[src/rtl/prog_sequencer_pkg.sv]
// Shared types and default widths for the program sequencer slice.
package prog_sequencer_pkg;

  typedef enum logic [1:0] {
    IDLE   = 2'd0,
    RUN    = 2'd1,
    JFETCH = 2'd2,
    DONE   = 2'd3
  } seq_state_e;

  localparam int DEF_PC_W  = 10;
  localparam int DEF_CNT_W = 16;

endpackage

[src/rtl/prog_sequencer_if.sv]
// Control/flag bundle between the processor side (master) and the sequencer (slave).
interface prog_sequencer_if
  import prog_sequencer_pkg::*;
#(
  parameter int PC_W     = DEF_PC_W,
  parameter int NUM_PROG = 4,
  parameter int CNT_W    = DEF_CNT_W
) ();
  localparam int SEL_W = (NUM_PROG > 1) ? $clog2(NUM_PROG) : 1;

  // Run handshake: req is a level held by the master; the sequencer starts on req=1 in IDLE,
  // raises ack in DONE and holds it until req falls, then returns to IDLE.
  logic              req;
  logic [SEL_W-1:0]  prog_sel;
  logic              stall;
  logic              halt;
  logic              jump_en;
  logic              call_en;
  logic              ret_en;
  logic              branch_taken;
  logic              branch_skip;
  logic [PC_W-1:0]   br_off;
  logic [PC_W-1:0]   jump_addr;
  logic [PC_W-1:0]   pc;
  logic              read_jump;
  logic              busy;
  logic              ack;
  logic              fault;
  logic [CNT_W-1:0]  cycle_cnt;
  seq_state_e        dbg_state;

  modport master (
    output req, prog_sel, stall, halt, jump_en, call_en, ret_en,
           branch_taken, branch_skip, br_off, jump_addr,
    input  pc, read_jump, busy, ack, fault, cycle_cnt, dbg_state
  );

  modport slave (
    input  req, prog_sel, stall, halt, jump_en, call_en, ret_en,
           branch_taken, branch_skip, br_off, jump_addr,
    output pc, read_jump, busy, ack, fault, cycle_cnt, dbg_state
  );
endinterface

[src/rtl/prog_sequencer_ret_stack.sv]
// Return-address LIFO; push is dropped when full, pop is dropped when empty.
module prog_sequencer_ret_stack #(
  parameter int W     = 10,
  parameter int DEPTH = 4
) (
  input  logic         clk,
  input  logic         reset_n,
  input  logic         push,
  input  logic         pop,
  input  logic         clr,
  input  logic [W-1:0] push_data,
  output logic         full,
  output logic         empty,
  output logic [W-1:0] top
);
  localparam int CW = $clog2(DEPTH + 1);
  localparam int IW = (DEPTH > 1) ? $clog2(DEPTH) : 1;

  logic [W-1:0]  mem [DEPTH];
  logic [CW-1:0] cnt;
  logic [IW-1:0] top_idx;

  assign full    = (cnt == CW'(DEPTH));
  assign empty   = (cnt == '0);
  assign top_idx = IW'(cnt - CW'(1));
  assign top     = empty ? '0 : mem[top_idx];

  always_ff @(posedge clk or negedge reset_n) begin
    if (!reset_n) begin
      cnt <= '0;
      for (int i = 0; i < DEPTH; i++) mem[i] <= '0;
    end else if (clr) begin
      cnt <= '0;
    end else if (push && !full) begin
      mem[IW'(cnt)] <= push_data;
      cnt           <= cnt + CW'(1);
    end else if (pop && !empty) begin
      cnt <= cnt - CW'(1);
    end
  end
endmodule

[src/rtl/prog_sequencer.sv]
// Program sequencer: run FSM, next-pc mux, return stack and saturating run-cycle counter.
module prog_sequencer
  import prog_sequencer_pkg::*;
#(
  parameter int                      PC_W        = DEF_PC_W,
  parameter int                      NUM_PROG    = 4,
  parameter logic [NUM_PROG*PC_W-1:0] START_VECS = '0,
  parameter int                      STACK_DEPTH = 4,
  parameter int                      CNT_W       = DEF_CNT_W
) (
  input  logic              clk,
  input  logic              reset_n,
  prog_sequencer_if.slave   sif
);
  localparam int SEL_W = (NUM_PROG > 1) ? $clog2(NUM_PROG) : 1;

  seq_state_e       state_q, state_d;
  logic [PC_W-1:0]  pc_q, pc_d, start_pc;
  logic [CNT_W-1:0] cnt_q;
  logic             fault_q, fault_d;
  logic             push, pop, clr, full, empty;
  logic [PC_W-1:0]  top;

  // Out-of-range selections fall through to program 0.
  always_comb begin
    start_pc = START_VECS[PC_W-1:0];
    for (int k = 1; k < NUM_PROG; k++)
      if (sif.prog_sel == SEL_W'(k)) start_pc = START_VECS[k*PC_W +: PC_W];
  end

  prog_sequencer_ret_stack #(.W(PC_W), .DEPTH(STACK_DEPTH)) u_stack (
    .clk       (clk),
    .reset_n   (reset_n),
    .push      (push),
    .pop       (pop),
    .clr       (clr),
    .push_data (pc_q + PC_W'(2)),
    .full      (full),
    .empty     (empty),
    .top       (top)
  );

  always_comb begin
    state_d = state_q;
    pc_d    = pc_q;
    fault_d = fault_q;
    push    = 1'b0;
    pop     = 1'b0;
    clr     = 1'b0;
    unique case (state_q)
      IDLE: if (sif.req) begin
        state_d = RUN;
        pc_d    = start_pc;
        fault_d = 1'b0;
        clr     = 1'b1;
      end
      RUN: begin
        if (sif.stall) begin
          state_d = RUN;
        end else if (sif.halt) begin
          state_d = DONE;
        end else if (sif.ret_en) begin
          if (empty) begin
            fault_d = 1'b1;
            state_d = DONE;
          end else begin
            pc_d = top;
            pop  = 1'b1;
          end
        end else if (sif.call_en) begin
          if (full) begin
            fault_d = 1'b1;
            state_d = DONE;
          end else begin
            push    = 1'b1;
            pc_d    = pc_q + PC_W'(1);
            state_d = JFETCH;
          end
        end else if (sif.jump_en) begin
          pc_d    = pc_q + PC_W'(1);
          state_d = JFETCH;
        end else if (sif.branch_taken) begin
          pc_d = pc_q + sif.br_off;
        end else if (sif.branch_skip) begin
          pc_d = pc_q + PC_W'(2);
        end else begin
          pc_d = pc_q + PC_W'(1);
        end
      end
      JFETCH: if (!sif.stall) begin
        pc_d    = sif.jump_addr;
        state_d = RUN;
      end
      DONE: if (!sif.req) state_d = IDLE;
      default: state_d = IDLE;
    endcase
  end

  always_ff @(posedge clk or negedge reset_n) begin
    if (!reset_n) begin
      state_q <= IDLE;
      pc_q    <= '0;
      fault_q <= 1'b0;
      cnt_q   <= '0;
    end else begin
      state_q <= state_d;
      pc_q    <= pc_d;
      fault_q <= fault_d;
      if (state_q == IDLE && sif.req)
        cnt_q <= '0;
      else if ((state_q == RUN || state_q == JFETCH) && !(&cnt_q))
        cnt_q <= cnt_q + CNT_W'(1);
    end
  end

  assign sif.pc        = pc_q;
  assign sif.read_jump = (state_q == JFETCH);
  assign sif.busy      = (state_q == RUN) || (state_q == JFETCH);
  assign sif.ack       = (state_q == DONE);
  assign sif.fault     = fault_q;
  assign sif.cycle_cnt = cnt_q;
  assign sif.dbg_state = state_q;
endmodule

[src/flat_wrapper.sv]
// flat-port wrapper written by rule: the top's interface ports become plain ports
module prog_sequencer_flat import prog_sequencer_pkg::*;
#(
  parameter int                      PC_W        = DEF_PC_W,
  parameter int                      NUM_PROG    = 4,
  parameter logic [NUM_PROG*PC_W-1:0] START_VECS = '0,
  parameter int                      STACK_DEPTH = 4,
  parameter int                      CNT_W       = DEF_CNT_W
)
  (clk, reset_n, sif_req, sif_prog_sel, sif_stall, sif_halt, sif_jump_en, sif_call_en, sif_ret_en, sif_branch_taken, sif_branch_skip, sif_br_off, sif_jump_addr, sif_pc, sif_read_jump, sif_busy, sif_ack, sif_fault, sif_cycle_cnt, sif_dbg_state);
  prog_sequencer_if #(.PC_W(PC_W), .NUM_PROG(NUM_PROG), .CNT_W(CNT_W)) sif_i ();
  input  logic clk;
  input  logic reset_n;
  input wire logic [$bits(sif_i.req)-1:0] sif_req;
  input wire logic [$bits(sif_i.prog_sel)-1:0] sif_prog_sel;
  input wire logic [$bits(sif_i.stall)-1:0] sif_stall;
  input wire logic [$bits(sif_i.halt)-1:0] sif_halt;
  input wire logic [$bits(sif_i.jump_en)-1:0] sif_jump_en;
  input wire logic [$bits(sif_i.call_en)-1:0] sif_call_en;
  input wire logic [$bits(sif_i.ret_en)-1:0] sif_ret_en;
  input wire logic [$bits(sif_i.branch_taken)-1:0] sif_branch_taken;
  input wire logic [$bits(sif_i.branch_skip)-1:0] sif_branch_skip;
  input wire logic [$bits(sif_i.br_off)-1:0] sif_br_off;
  input wire logic [$bits(sif_i.jump_addr)-1:0] sif_jump_addr;
  output wire logic [$bits(sif_i.pc)-1:0] sif_pc;
  output wire logic [$bits(sif_i.read_jump)-1:0] sif_read_jump;
  output wire logic [$bits(sif_i.busy)-1:0] sif_busy;
  output wire logic [$bits(sif_i.ack)-1:0] sif_ack;
  output wire logic [$bits(sif_i.fault)-1:0] sif_fault;
  output wire logic [$bits(sif_i.cycle_cnt)-1:0] sif_cycle_cnt;
  output wire logic [$bits(sif_i.dbg_state)-1:0] sif_dbg_state;
  assign sif_i.req = sif_req;
  assign sif_i.prog_sel = sif_prog_sel;
  assign sif_i.stall = sif_stall;
  assign sif_i.halt = sif_halt;
  assign sif_i.jump_en = sif_jump_en;
  assign sif_i.call_en = sif_call_en;
  assign sif_i.ret_en = sif_ret_en;
  assign sif_i.branch_taken = sif_branch_taken;
  assign sif_i.branch_skip = sif_branch_skip;
  assign sif_i.br_off = sif_br_off;
  assign sif_i.jump_addr = sif_jump_addr;
  assign sif_pc = sif_i.pc;
  assign sif_read_jump = sif_i.read_jump;
  assign sif_busy = sif_i.busy;
  assign sif_ack = sif_i.ack;
  assign sif_fault = sif_i.fault;
  assign sif_cycle_cnt = sif_i.cycle_cnt;
  assign sif_dbg_state = sif_i.dbg_state;
  prog_sequencer #(.PC_W(PC_W), .NUM_PROG(NUM_PROG), .START_VECS(START_VECS), .STACK_DEPTH(STACK_DEPTH), .CNT_W(CNT_W)) u_core (.clk(clk), .reset_n(reset_n), .sif(sif_i));
endmodule
[config.mk]
export PLATFORM = sky130hd
export DESIGN_NAME = prog_sequencer_flat
export DESIGN_NICKNAME = d
export VERILOG_FILES = /design/src/rtl/prog_sequencer_pkg.sv /design/src/rtl/prog_sequencer_if.sv /design/src/rtl/prog_sequencer_ret_stack.sv /design/src/rtl/prog_sequencer.sv /design/src/flat_wrapper.sv
export SDC_FILE = /design/constraint.sdc
export NUM_CORES = 1
export LEC_CHECK = 0
export CAP_MARGIN = 20
export CORE_MARGIN = 2
export CORE_UTILIZATION = 38
export CTS_CLUSTER_SIZE = 12
export DETAILED_ROUTE_END_ITERATION = 8
export PLACE_DENSITY = 0.7
export SYNTH_ARGS = -nofsm -noshare
export SYNTH_HDL_FRONTEND = slang
export SYNTH_SLANG_ARGS = --single-unit
[constraint.sdc]
create_clock -name clk -period 4.6 [get_ports clk]
set_input_delay 0.92 -clock clk [delete_from_list [all_inputs] [get_ports clk]]
set_output_delay 0.92 -clock clk [all_outputs]
set_load 0.02 [all_outputs]
# Word-level counts from Yosys, hierarchy flattened
# Cells that the tools add are included.
# W data, S select, Z words.
dict set report totals {
  out_inout_bits 32
  word_cells 112
  ff_bits 72
}
dict set report classes {
  eq_ne 16
  order_cmp 3
  add_sub_neg 6
  muxes 55
  reduce_logical 20
  bitwise 3
}
# operator n
set op_table {}
lappend op_table {{$mux W10} 14}
lappend op_table {{$bwmux W40} 1}
lappend op_table {{$mux W16} 2}
lappend op_table {{$pmux W10 S3} 1}
lappend op_table {{$mux W1} 21}
lappend op_table {{$bmux W10 S2} 1}
lappend op_table {{$demux W10 S2} 1}
lappend op_table {{$mux W2} 9}
lappend op_table {{$add A16 B1 Y16 const B} 1}
lappend op_table {{$reduce_and A16 Y1} 1}
lappend op_table {{$reduce_and A7 Y1} 2}
lappend op_table {{$ne A3 B3 Y1 const B} 4}
lappend op_table {{$add A10 B1 Y10 const B} 1}
lappend op_table {{$add A10 B10 Y10} 1}
lappend op_table {{$add A10 B2 Y10 const B} 1}
lappend op_table {{$ne A2 B2 Y1 const B} 5}
lappend op_table {{$mux W3} 3}
lappend op_table {{$pmux W2 S4} 1}
lappend op_table {{$ge A3 B3 Y1 const B} 2}
lappend op_table {{$ne A6 B6 Y1 const B} 1}
lappend op_table {{$not A2 Y3} 2}
lappend op_table {{$reduce_bool A3 Y1} 2}
lappend op_table {{$logic_and A1 B1 Y1} 5}
lappend op_table {{$ne A5 B5 Y1 const B} 1}
lappend op_table {{16 further kinds} 20}

# Depth between registers and ports, before layout
dict set report logic_depth {
  ltp_word 10
  depth_mapped 11
}

# Cells and area by module
# A second synthesis with hierarchy kept.
dict set report hier_totals {
  cells_unflattened 466
  area_unflattened_um2 4932.2
}
# mod cells_per_inst area_per_inst_um2 n_inst
set by_module_without_submodules {}
lappend by_module_without_submodules {prog_sequencer 320 2722.6 1}
lappend by_module_without_submodules {prog_sequencer_ret_stack 146 2209.6 1}

# Worst setup path before layout
# OpenSTA, ideal clock, no wires.
dict set report synth_timing {
  path_kind {input port to flip-flop}
  startpoint {input port sif_br_off[1]}
  endpoint {register u_core.pc_q[9], in the netlist u_core.sif.pc[9]}
  path_stages 7
  n_path_buf 0
  arrival_time_ns 2.361
  path_slack_ns 2.097
  cell_sequence {ha_1 -> a211oi_1 -> o21ai_0 -> nand3b_1 -> and2_0 -> a2111oi_0 -> o21ai_0}
}
dict set report synth_between {
  elab_chain_len 8
}
# element line_no
set synth_lines {}
lappend synth_lines {{from (decl)} flat_wrapper.sv:23} ;# input wire logic [$bits(sif_i.br_off)-1:0] sif_br_off;
lappend synth_lines {{$add A10 B10 Y10} prog_sequencer.sv:83} ;# pc_d = pc_q + sif.br_off;
lappend synth_lines {{$mux W10} prog_sequencer.sv:82} ;# end else if (sif.branch_taken) begin
lappend synth_lines {{$mux W10} prog_sequencer.sv:79} ;# end else if (sif.jump_en) begin
lappend synth_lines {{$mux W10} prog_sequencer.sv:70} ;# end else if (sif.call_en) begin
lappend synth_lines {{$mux W10} prog_sequencer.sv:62} ;# end else if (sif.ret_en) begin
lappend synth_lines {{$mux W10} prog_sequencer.sv:60} ;# end else if (sif.halt) begin
lappend synth_lines {{$mux W10} prog_sequencer.sv:58} ;# if (sif.stall) begin
lappend synth_lines {{$pmux W10 S3} prog_sequencer.sv:50} ;# unique case (state_q)
lappend synth_lines {{to (signal assigned)} prog_sequencer.sv:107} ;# pc_q <= pc_d;
lappend synth_lines {{to (decl)} prog_sequencer.sv:18} ;# logic [PC_W-1:0] pc_q, pc_d, start_pc;
# Every way passes these cells. The select of a mux whose other input is x is not followed.
# A chain may end at the register's enable or synchronous reset.

# Worst setup path after layout
dict set report layout_timing {
  startpoint {register u_core.u_stack.cnt[0]}
  endpoint {register u_core.pc_q[9], in the netlist u_core.sif.pc[9]}
}
dict set report layout_between {
  elab_chain_len 10
}
# element line_no
set layout_lines {}
lappend layout_lines {{from (decl)} prog_sequencer_ret_stack.sv:20} ;# logic [CW-1:0] cnt;
lappend layout_lines {{from (signal assigned)} prog_sequencer_ret_stack.sv:36} ;# cnt <= cnt + CW'(1);
lappend layout_lines {{from (signal assigned)} prog_sequencer_ret_stack.sv:38} ;# cnt <= cnt - CW'(1);
lappend layout_lines {{$sub A3 B1 Y3} -}
lappend layout_lines {{$not A2 Y3 (implied by the code)} prog_sequencer_ret_stack.sv:26} ;# assign top = empty ? '0 : mem[top_idx];
lappend layout_lines {{$bmux W10 S2} prog_sequencer_ret_stack.sv:26}
lappend layout_lines {{$mux W10 (implied by the code) (2 in series)} prog_sequencer_ret_stack.sv:26}
lappend layout_lines {{$mux W10} prog_sequencer.sv:63} ;# if (empty) begin
lappend layout_lines {{$mux W10} prog_sequencer.sv:62}
lappend layout_lines {{$mux W10} prog_sequencer.sv:60}
lappend layout_lines {{$mux W10} prog_sequencer.sv:58}
lappend layout_lines {{$pmux W10 S3} prog_sequencer.sv:50}
# Parallel ways exist; a longest one is shown, timed or not. The select of a mux whose other input is x is not followed.

==> flow_summary.ini <==
[clock_network]
clk_latency_ns = 0.34
postCtsResizedCells = 0
cts.sinks = 72
hold_buffers = 0
cts_root_buffer = clkbuf_16
path_clk_slew_ns = 0.05
htreeDepth = 3
cts_tree = built
cts_setup_buffers = 0
clockBufferDepth = 2
numCtsBuffers = 9

[floorplanning]
initial_core_util_pct = 38.7
design.die.area_um2 = 13000
io_pins = 64
dieHeight_um = 114
core-area_um2 = 11900
core.rowCount = 40
die-width_um = 114

[drt]
wl_um = 11900
drc = 0
firstDrtPassIters = 6
wl_per_cell_um = 17.0
antenna_left = 0
vias = 3922
dr.first_iter.drc_count = 209
routed_via_density = 5.63

[cells_and_area]
post-route-util_pct = 46.7
n_antenna_cell = 0
stdcell_area_um2 = 5560
drive_gt1_share_pct = 8.73
nets = 600
area_growth_pct = 20.7
layout.cells.non_filler = 697
fillers = 1106

[placement]
gp_congestion = 0.904
placed_cells = 680
dp_slack_ns = 1.21
place.port_buffers = 61
hpwl_um = 8740
dpl_cell_area_um2 = 5290

[sta]
slew_headroom_pct = 44.1
rsz0062_at_grt = false
slew_viol_final = 0
setup_viol = 0
period_minus_slack_ns = 3.08
layout_setup_ws_ns = 1.52
finalHoldViolations = 0
whs_ns = 0.479
skew_ns = 0.00600
clock.fmax_mhz = 325
fin_tns_setup_ns = 0
post-route-period-util_pct = 66.9
worst_pin_slew_ns = 0.831

[synthesis]
ys_types = 70
ys.warnings.count = 0
synth_cells = 492
synth_area_um2 = 4610
synthArstFlopShare_pct = 100
synth_edf_count = 0
synth-seq-cells = 72
synth_flop_cell = dfrtp_1
ys_seq_area_share_pct = 39.1
synth_nets = 547
syn_avg_cell_area_um2 = 9.37

[power_and_ir_drop]
leakage_nw = 2.29
power.density_nw_per_um2 = 497
p_total_mw = 2.76
max-vdd-ir-drop_mv = 0.183

[grt]
overflow = 0
grt_start_max_net_pins = 38
antenna_found_initial = 0
track_usage_pct = 18.8
grt_pass1_wl_um = 19500
grt_pass1_vias = 3954

[outcome]
status = complete, no violations

[setup_path]
crit_type = reg -> reg
worstPathRequired_ns = 4.79
start_kind = flop
cp.arrival_ns = 3.27
end_kind = flop
cp_max_fo = 13

[worst_hold_path]
hp-class = reg -> reg

[job]
cap_violations = 0
==> cell type report <==
cell class	instances	area (µm²)	share of cell area [%]
clock buffer	11	233	4.18
clock inverter	5	33.8	0.607
inverter	19	71.3	1.28
multi-input combinational	378	2600	46.8
sequential	72	1800	32.4
tap	147	184	3.31
timing repair buffer	65	636	11.4
==> power breakdown <==
| part | switching, mW | internal (mW) | total, mW |
|---|---|---|---|
| logic | 0.659 | 0.518 | 1.18 |
| clock network | 0.266 | 0.364 | 0.630 |
| registers | 0.192 | 0.764 | 0.956 |
| total | 1.12 | 1.65 | 2.76 |
==> worst paths after layout <==
kind	start	endpoint	cells past startpoint	slack [ns]
min in group asynchronous	reset_n	u_core.sif.fault	1	0.68
min reg2reg	u_core.u_stack.mem[21]	u_core.u_stack.mem[21]	2	0.48
min	u_core.u_stack.mem[21]	u_core.u_stack.mem[21]	2	0.48
max	u_core.u_stack.cnt[0]	u_core.sif.pc[9]	7	1.52
max in group asynchronous	reset_n	u_core.u_stack.mem[20]	2	2.94
max reg2reg	u_core.u_stack.cnt[0]	u_core.sif.pc[9]	7	1.52
==> sequential cells by signal (all words and copies together) (netlist names) <==
name and cells:
u_core.u_stack.cnt 3, u_core.sif.fault 1, u_core.sif.pc 10, u_core.sif.dbg_state 2
u_core.sif.cycle_cnt 16, u_core.u_stack.mem 40
==> cell usage after synthesis (all sizes together), types with 6 or more instances <==
cell type	number	area share, %
o21ai	55	6.0
a22oi	6	0.98
nand2	62	5.3
xnor2	17	3.2
buf	10	1.5
dfrtp	72	39
nand3	14	1.5
mux2	6	1.5
nor2	38	3.1
a21oi	25	2.7
mux4	10	4.9
clkbuf	12	1.2
inv	19	1.5
ha	22	6.0
nor3	10	1.3
a21o	7	1.1
nand4	9	1.5
xor2	12	2.3
==> cells in the final DEF (no fill, tap or decap), types with 8 or more instances in the layout <==
cell type,synthesis,final
clkdlybuf4s50_1,0,60
xnor2_1,17,17
nor3_1,9,9
inv_1,19,19
clkbuf_16,0,9
mux4_2,10,10
xor2_1,12,12
ha_1,22,22
a21oi_1,25,25
nand4_1,8,8
nand2_1,58,58
nand3_1,14,14
nor2_1,38,38
dfrtp_1,72,72
o21ai_0,55,55
==> cell families (layout without fill, tap and decap cells) <==
logic type	after synthesis	after routing	share of synthesized area (%)
fa+ha+maj	23	23	6.41
buf+inv	42	100	4.45
simple gates	169	169	18.6
mux	19	19	7.00
flops	72	72	39.1
xor+xnor	29	29	5.51
compound gates	138	138	18.9
==> per-layer routing <==
metal | GRT usage [%] | vias to the layer above | part of all wire [%]
met5 | 0 | - | 0
met4 | 8.13 | 0 | 3.0
met3 | 1.69 | 28 | 3.2
met2 | 33.9 | 99 | 51
met1 | 23.1 | 1890 | 42
li1 | - | 1905 | -
==> critical path: stages (launching register included) <==
cell and delay [ns]:
dfrtp_1 0.86, inv_1 0.21, ha_1 0.73, mux4_2 0.39
a22oi_1 0.22, o2bb2ai_1 0.11, a2111oi_0 0.29, o21ai_0 0.15
(Power assumes the default switching activity.)
